[src/rtl/uart_rx.sv]
`default_nettype none
// ============================================================================
// uart_rx : oversampled UART receiver, one strobe per correctly framed byte
// Rev 1.0 : initial release
// ============================================================================
module uart_rx #(
    parameter int DATA_BITS  = 8,
    parameter int OVERSAMPLE = 16,
    parameter int SB_TICK    = 16
) (
    input  logic                 i_clk,
    input  logic                 i_reset,
    input  logic                 i_rx,
    input  logic                 i_tick,
    output logic [DATA_BITS-1:0] o_data,
    output logic                 o_rx_done,
    output logic                 o_frame_err
);

    localparam int S_MAX = (SB_TICK > OVERSAMPLE) ? SB_TICK : OVERSAMPLE;
    localparam int S_W   = (S_MAX > 2) ? $clog2(S_MAX) : 1;
    localparam int N_W   = (DATA_BITS > 1) ? $clog2(DATA_BITS) : 1;

    localparam logic [S_W-1:0] C_S_HALF = S_W'(OVERSAMPLE / 2 - 1);
    localparam logic [S_W-1:0] C_S_BIT  = S_W'(OVERSAMPLE - 1);
    localparam logic [S_W-1:0] C_S_STOP = S_W'(SB_TICK - 1);
    localparam logic [N_W-1:0] C_N_LAST = N_W'(DATA_BITS - 1);

    typedef enum logic [2:0] {
        ST_IDLE  = 3'd0,
        ST_START = 3'd1,
        ST_DATA  = 3'd2,
        ST_STOP  = 3'd3,
        ST_BREAK = 3'd4
    } state_t;

    state_t               state_q, state_d;
    logic [S_W-1:0]       s_q, s_d;
    logic [N_W-1:0]       n_q, n_d;
    logic [DATA_BITS-1:0] shift_q, shift_d;
    logic [DATA_BITS-1:0] data_q, data_d;
    logic                 rx_done_q, rx_done_d;
    logic                 frame_err_q, frame_err_d;
    logic                 sync_q, sync_d;
    logic                 rx_s_q, rx_s_d;

    always_comb begin
        state_d     = state_q;
        s_d         = s_q;
        n_d         = n_q;
        shift_d     = shift_q;
        data_d      = data_q;
        rx_done_d   = 1'b0;
        frame_err_d = 1'b0;
        sync_d      = i_rx;
        rx_s_d      = sync_q;

        case (state_q)
            // Start detection is tick-independent so back-to-back frames are caught.
            ST_IDLE: begin
                if (!rx_s_q) begin
                    state_d = ST_START;
                    s_d     = '0;
                end
            end
            ST_START: begin
                if (i_tick) begin
                    if (s_q == C_S_HALF) begin
                        s_d = '0;
                        if (!rx_s_q) begin
                            state_d = ST_DATA;
                            n_d     = '0;
                        end else begin
                            state_d = ST_IDLE;
                        end
                    end else begin
                        s_d = s_q + S_W'(1);
                    end
                end
            end
            ST_DATA: begin
                if (i_tick) begin
                    if (s_q == C_S_BIT) begin
                        s_d     = '0;
                        shift_d = {rx_s_q, shift_q[DATA_BITS-1:1]};
                        if (n_q == C_N_LAST) begin
                            state_d = ST_STOP;
                        end else begin
                            n_d = n_q + N_W'(1);
                        end
                    end else begin
                        s_d = s_q + S_W'(1);
                    end
                end
            end
            ST_STOP: begin
                if (i_tick) begin
                    if (s_q == C_S_STOP) begin
                        s_d = '0;
                        if (rx_s_q) begin
                            data_d    = shift_q;
                            rx_done_d = 1'b1;
                            state_d   = ST_IDLE;
                        end else begin
                            frame_err_d = 1'b1;
                            state_d     = ST_BREAK;
                        end
                    end else begin
                        s_d = s_q + S_W'(1);
                    end
                end
            end
            ST_BREAK: begin
                if (rx_s_q) begin
                    state_d = ST_IDLE;
                end
            end
            default: begin
                state_d = ST_IDLE;
            end
        endcase
    end

    always_ff @(posedge i_clk) begin
        if (i_reset) begin
            state_q     <= ST_IDLE;
            s_q         <= '0;
            n_q         <= '0;
            shift_q     <= '0;
            data_q      <= '0;
            rx_done_q   <= 1'b0;
            frame_err_q <= 1'b0;
            sync_q      <= 1'b1;
            rx_s_q      <= 1'b1;
        end else begin
            state_q     <= state_d;
            s_q         <= s_d;
            n_q         <= n_d;
            shift_q     <= shift_d;
            data_q      <= data_d;
            rx_done_q   <= rx_done_d;
            frame_err_q <= frame_err_d;
            sync_q      <= sync_d;
            rx_s_q      <= rx_s_d;
        end
    end

    assign o_data      = data_q;
    assign o_rx_done   = rx_done_q;
    assign o_frame_err = frame_err_q;

endmodule
`default_nettype wire

[config.mk]
export PLATFORM = sky130hd
export DESIGN_NAME = uart_rx
export DESIGN_NICKNAME = d
export VERILOG_FILES = /design/src/rtl/uart_rx.sv
export SDC_FILE = /design/constraint.sdc
export NUM_CORES = 1
export LEC_CHECK = 0
export ABC_AREA = 0
export CAP_MARGIN = 10
export CORE_MARGIN = 2
export CORE_UTILIZATION = 58
export CTS_CLUSTER_DIAMETER = 120
export DETAILED_ROUTE_END_ITERATION = 10
export PLACE_DENSITY = 0.81
export SYNTH_ARGS = -nofsm -noshare
export SYNTH_HDL_FRONTEND = slang
export SYNTH_SLANG_ARGS = --single-unit
[constraint.sdc]
create_clock -name i_clk -period 3.2 [get_ports i_clk]
set_input_delay 0.96 -clock i_clk [delete_from_list [all_inputs] [get_ports i_clk]]
set_output_delay 0.96 -clock i_clk [all_outputs]
set_load 0.05 [all_outputs]
; ---- Word level (Yosys, flattened, before mapping)
; Index checks and enable logic that the tools add are counted.
[word_totals]
word_cells = 70
reg_bits = 30
in_bits = 4
[op_classes]
addsub = 2
eq_ne = 19
bitwise_logic = 3
reduce_logical = 10
muxes = 27
[ops]
columns = op, count
row1 = $mux 3, 16
row2 = $ne 2x2->1 const B, 11
row3 = $mux 4, 5
row4 = $pmux 3 s5, 1
row5 = $pmux 4 s3, 1
row6 = $reduce_and 9->1, 1
row7 = $reduce_and 4->1, 2
row8 = $reduce_and 7->1, 1
row9 = $eq 3x2->1 const B, 2
row10 = $eq 3x3->1 const B, 2
row11 = $pmux 3 s2, 1
row12 = $add 4x1->4 const B, 1
row13 = $eq 4x3->1 const B, 1
row14 = $eq 4x4->1 const B, 1
row15 = $reduce_or 4->1, 1
row16 = $add 3x1->3 const B, 1
row17 = $eq 3x1->1 const B, 1
row18 = $logic_not 3->1, 1
row19 = $not 1->1, 3
row20 = $reduce_and 3->1, 1
row21 = $reduce_bool 3->1, 1
row22 = $mux 1, 2
row23 = $mux 2, 1
row24 = $ne 2x1->1 const B, 1
row25 = 2 further kinds, 2

; ---- Logic depth before layout (Yosys ltp)
[logic_depth]
depth_word = 5
mapped_depth = 6
mapped_depth_nobuf = 6

; ---- Worst setup path after synthesis
; OpenSTA, ideal clock, no wires.
[synth_path]
path_type = input-to-reg
start = input i_tick
end = register data_q[0], in the netlist o_data[0]
cell_stages = 4
arrival_ns = 1.945
slack_ns = 1.128
path_buffers = 0
setup_ns = 0.128
path_cell_list = nand4b_1 > nor3_4 > mux2i_1 > nor2_1
[synth_via]
elab_chain_cells = 1
[synth_lines]
columns = element, line_no
row1 = from (decl), 14  ; input logic i_tick,
row2 = $reduce_and 4->1 (no line), -
row3 = to (signal assigned), 140  ; data_q <= data_d;
row4 = to (decl), 41  ; logic [DATA_BITS-1:0] data_q, data_d;
; Every way passes these cells.
; A chain may end at the register's enable or synchronous reset.

; ---- Worst setup path after layout
[layout_path]
start = input i_tick
end = register data_q[4], in the netlist o_data[4]
; Same word-level chain as after synthesis.

==> summary.txt <==
GRT
  • Via count of the first global-routing pass: 987
  • Pin count of the biggest net entering global routing: 32
  • Antenna violations before repair: 0
  • Overflow after GRT: 0
  • Global router's overall resource usage: 21.6%
  • Global-route wire length before repair: 4190 µm

Clock network
  • Total number of H-tree levels: 2
  • Post-CTS repair timing setup buffer count: 0
  • Largest buffer count on any clock path: 2
  • Clock tree from TritonCTS: built
  • Clk Latency, worst-skew pair: 320 ps
  • Clk sinks: 30
  • Post-cts resize count: 0
  • Clock Tree Root: sky130_fd_sc_hd__clkbuf_4
  • Hold buffers post-CTS: 0
  • Clock Pin Slew Worst Setup and Hold Paths: 90 ps
  • Clock buffer count from CTS: 5

Synth
  • Number of warnings reported in the yosys synthesis log: 0
  • Number of enable flip-flop cells after synthesis: 0
  • Most common cell in the netlist: sky130_fd_sc_hd__dfxtp_1
  • Post-synthesis compound-gate area fraction: 8.60%
  • Library cell with the largest summed area after synthesis: sky130_fd_sc_hd__dfxtp_1
  • Post-synth ARST share: 0%
  • Top-area cell type share of the netlist area: 45.9%
  • Post-Syn Nets: 139
  • XOR/XNOR share of the synthesized area: 1.34%
  • Post-synth top flop: sky130_fd_sc_hd__dfxtp_1
  • Synthesized area per cell: 9.91 µm²
  • Cells after Synth: 132
  • Mux share of post-synthesis cell area: 15.6%
  • Share of synthesized cell area in full adder, half adder and majority cells: 2.87%
  • Number of distinct library cells after synthesis: 36
  • Dominant combinational cell family by area after synthesis: simple AND/OR/NAND/NOR gates
  • Synth Area in Simple Gates: 22.8%
  • Seq cells post-synth: 30
  • Dominant cells by area after synthesis: sky130_fd_sc_hd__dfxtp_1 (46%), sky130_fd_sc_hd__mux2i_1 (13%), sky130_fd_sc_hd__nor2_1 (6.6%), sky130_fd_sc_hd__ha_1 (2.9%), sky130_fd_sc_hd__mux2_2 (2.6%)
  • Combined area of all synthesized cells: 1310 µm²
  • Register area share after synthesis: 45.9%
  • Commonest cells in the synthesized netlist: sky130_fd_sc_hd__dfxtp_1 (30), sky130_fd_sc_hd__nor2_1 (23), sky130_fd_sc_hd__mux2i_1 (17), sky130_fd_sc_hd__nand2_1 (5), sky130_fd_sc_hd__a21oi_1 (4)

Detailed routing
  • Total wire length: 2420 µm
  • Post-detailed-route via-to-cell ratio: 5.67
  • Post-route met1 wirelength: 1110 µm
  • Sum of met2 wire segment lengths after detailed routing: 1190 µm
  • Number of optimization iterations in the first detailed-route pass: 4
  • Routed length per instance: 13.8 µm
  • Detailed-route DRC error count: 0
  • Antenna viol nets, final: 0
  • Top routing layer in use: met4
  • Total via count after detailed routing: 992
  • Amount of wire on met3 after detailed routing: 77 µm
  • Drt initial violations: 8

Place
  • Half-perimeter wire length of the detailed placement result: 1600 µm
  • Final weighted congestion in routability-driven placement: 0.655
  • IO buf count: 13
  • Cell area reported after detailed placement: 1450 µm²
  • Placed cells: 167

Min path
  • Min-Delay Path Class: reg2reg
  • Beginning of the worst hold path: rx_s_d
  • End point of the most critical hold path: rx_s_q
  • Hold Path Stages: 1

Floorplanning
  • Ports placed on the boundary: 14
  • Horiz. Die Dim: 51.5 µm
  • Initial Util: 60.3%
  • Chip Height: 51.5 µm
  • CORE AREA: 2170 µm²
  • Rows: 17
  • Die Area: 2650 µm²

STA
  • Worst setup skew after layout: 8.69 ps
  • Rel. slew slack: 65.3%
  • Maximum clock frequency: 0.400 GHz
  • Final Cycle Share: 78.2%
  • Final number of max-transition violations: 0
  • RSZ-0062 raised after global routing: no
  • Final hold violation count: 0
  • Minimum clock period: 2500 ps
  • Setup Viol. Count Final: 0
  • Slew at the pin closest to its max-slew limit: 519 ps
  • Setup tns final: 0 ps

Worst setup path
  • Critical Path Sink Type: flop
  • Data required, critical path: 3410 ps
  • Worst setup path class: in2reg
  • Startpoint types: primary input
  • Worst Path Max Fanout: 8
  • Launch point of the worst reg-to-reg path: s_q[0]
  • Setup slack of the most critical reg-to-reg path: 1220 ps
  • Sequence of cells on the critical path: clkdlybuf4s50_1 > nand4b_1 > nor3_4 > mux2i_1 > nor2_1
  • Worst reg-to-reg path cell count: 5
  • Cell at the slowest stage of the critical path: sky130_fd_sc_hd__nor3_4
  • Reg-to-reg critical path endpoint: o_data[4]
  • Critical Path Max Stage Delay: 560 ps
  • Critical path startpoint: i_tick
  • Arrival time of data at the critical path endpoint: 2710 ps

Finish
  • Sequential cell area: 601 µm²
  • Layout Utilization: 70.3%
  • Number of nets in the final layout: 153
  • Area occupied by multi-input gates: 669 µm²
  • Antenna fix cells: 0
  • Finished Layout Cells: 175
  • Ratio of cells with drive above 1 in the final layout: 11.6%
  • Filler Cells Inserted: 194
  • Finished layout cell area: 1530 µm²
  • Synthesis-to-layout area growth: 16.5%

Status
  • Run status: finished clean

Power and ir drop
  • LEAKAGE: 0.540 nW
  • Total power divided by cell area: 540 nW/µm²
  • Highest ir drop seen on vdd: 0.398 mV

Job
  • Count of max-cap constraint violations: 0
## registers in the layout, indices dropped and copies added (netlist names)
| register | flops |
|---|---|
| state_q | 3 |
| o_data | 8 |
| o_rx_done | 1 |
| o_frame_err | 1 |
| shift_q | 8 |
| rx_s_q | 1 |
| rx_s_d | 1 |
| s_q | 4 |
| n_q | 3 |
## layout by cell type (no fill, tap or decap), types with 2 or more instances in the layout
cell type | synthesis | layout
sky130_fd_sc_hd__dfxtp_1 | 30 | 30
sky130_fd_sc_hd__ha_1 | 3 | 3
sky130_fd_sc_hd__a21oi_1 | 4 | 4
sky130_fd_sc_hd__nor2_1 | 23 | 23
sky130_fd_sc_hd__nand4b_1 | 2 | 2
sky130_fd_sc_hd__nor3_4 | 2 | 2
sky130_fd_sc_hd__clkdlybuf4s50_1 | 0 | 13
sky130_fd_sc_hd__clkbuf_4 | 0 | 5
sky130_fd_sc_hd__xnor2_1 | 2 | 2
sky130_fd_sc_hd__o21ai_0 | 3 | 3
sky130_fd_sc_hd__nand3_1 | 2 | 2
sky130_fd_sc_hd__nand2_1 | 5 | 5
sky130_fd_sc_hd__a22oi_1 | 2 | 2
sky130_fd_sc_hd__nor4b_1 | 2 | 2
sky130_fd_sc_hd__clkbuf_8 | 0 | 3
sky130_fd_sc_hd__or3_1 | 2 | 2
sky130_fd_sc_hd__mux2i_1 | 17 | 17
sky130_fd_sc_hd__nand2b_1 | 2 | 2
sky130_fd_sc_hd__nor2b_1 | 3 | 3
sky130_fd_sc_hd__or2_2 | 3 | 3
sky130_fd_sc_hd__mux2_2 | 3 | 3
sky130_fd_sc_hd__nor4_1 | 2 | 2
## power breakdown
group	switching, mW	leakage [nW]	internal, mW	total, mW
sequential	0.0327	0.242	0.386	0.419
clock	0.126	0.0446	0.150	0.276
combinational	0.0632	0.253	0.0667	0.130
total	0.222	0.540	0.603	0.824
## worst max-delay path by stage
| stage | cells after the start | endpoint |
|---|---|---|
| floorplan | 4 | o_data[0] |
| global placement | 5 | o_data[0] |
| detailed placement | 5 | o_data[7] |
| CTS | 5 | o_data[4] |
| global route | 5 | o_data[4] |
| finish | 5 | o_data[4] |
## worst max-delay path: cells and delay by family
kind / cells / cell delay, ps
AND/OR/NAND/NOR: 3 / 940
multiplexers: 1 / 260
buffers and inverters: 1 / 540
## layout make-up
class | instances | area share [%]
repair buffers | 14 | 9.02
clock buffers | 8 | 5.17
inverters | 1 | 0.246
well taps | 28 | 2.30
multi-input cells | 94 | 43.9
flip-flops and latches | 30 | 39.4
## cells by family after synthesis
logic type | Yosys count
compound gates | 16
xor+xnor | 2
fa+ha+maj | 3
buf+inv | 8
flops | 30
mux | 20
simple gates | 53
## metrics by stage
stage	worst slack (ps)	hold WS, ps	total power [mW]
after CTS	721	421	0.833
after floorplan	1130	389	0.532
after global routing	629	455	0.868
after global placement	446	392	0.549
after detailed placement	395	398	0.558
final	699	417	0.824
## per-layer routing
| metal | up-vias | track usage [%] |
|---|---|---|
| met5 | - | 0 |
| met3 | 5 | 7.47 |
| met4 | 0 | 11.0 |
| li1 | 498 | - |
| met1 | 476 | 25.9 |
| met2 | 13 | 34.2 |
(Power assumes the default switching activity.)
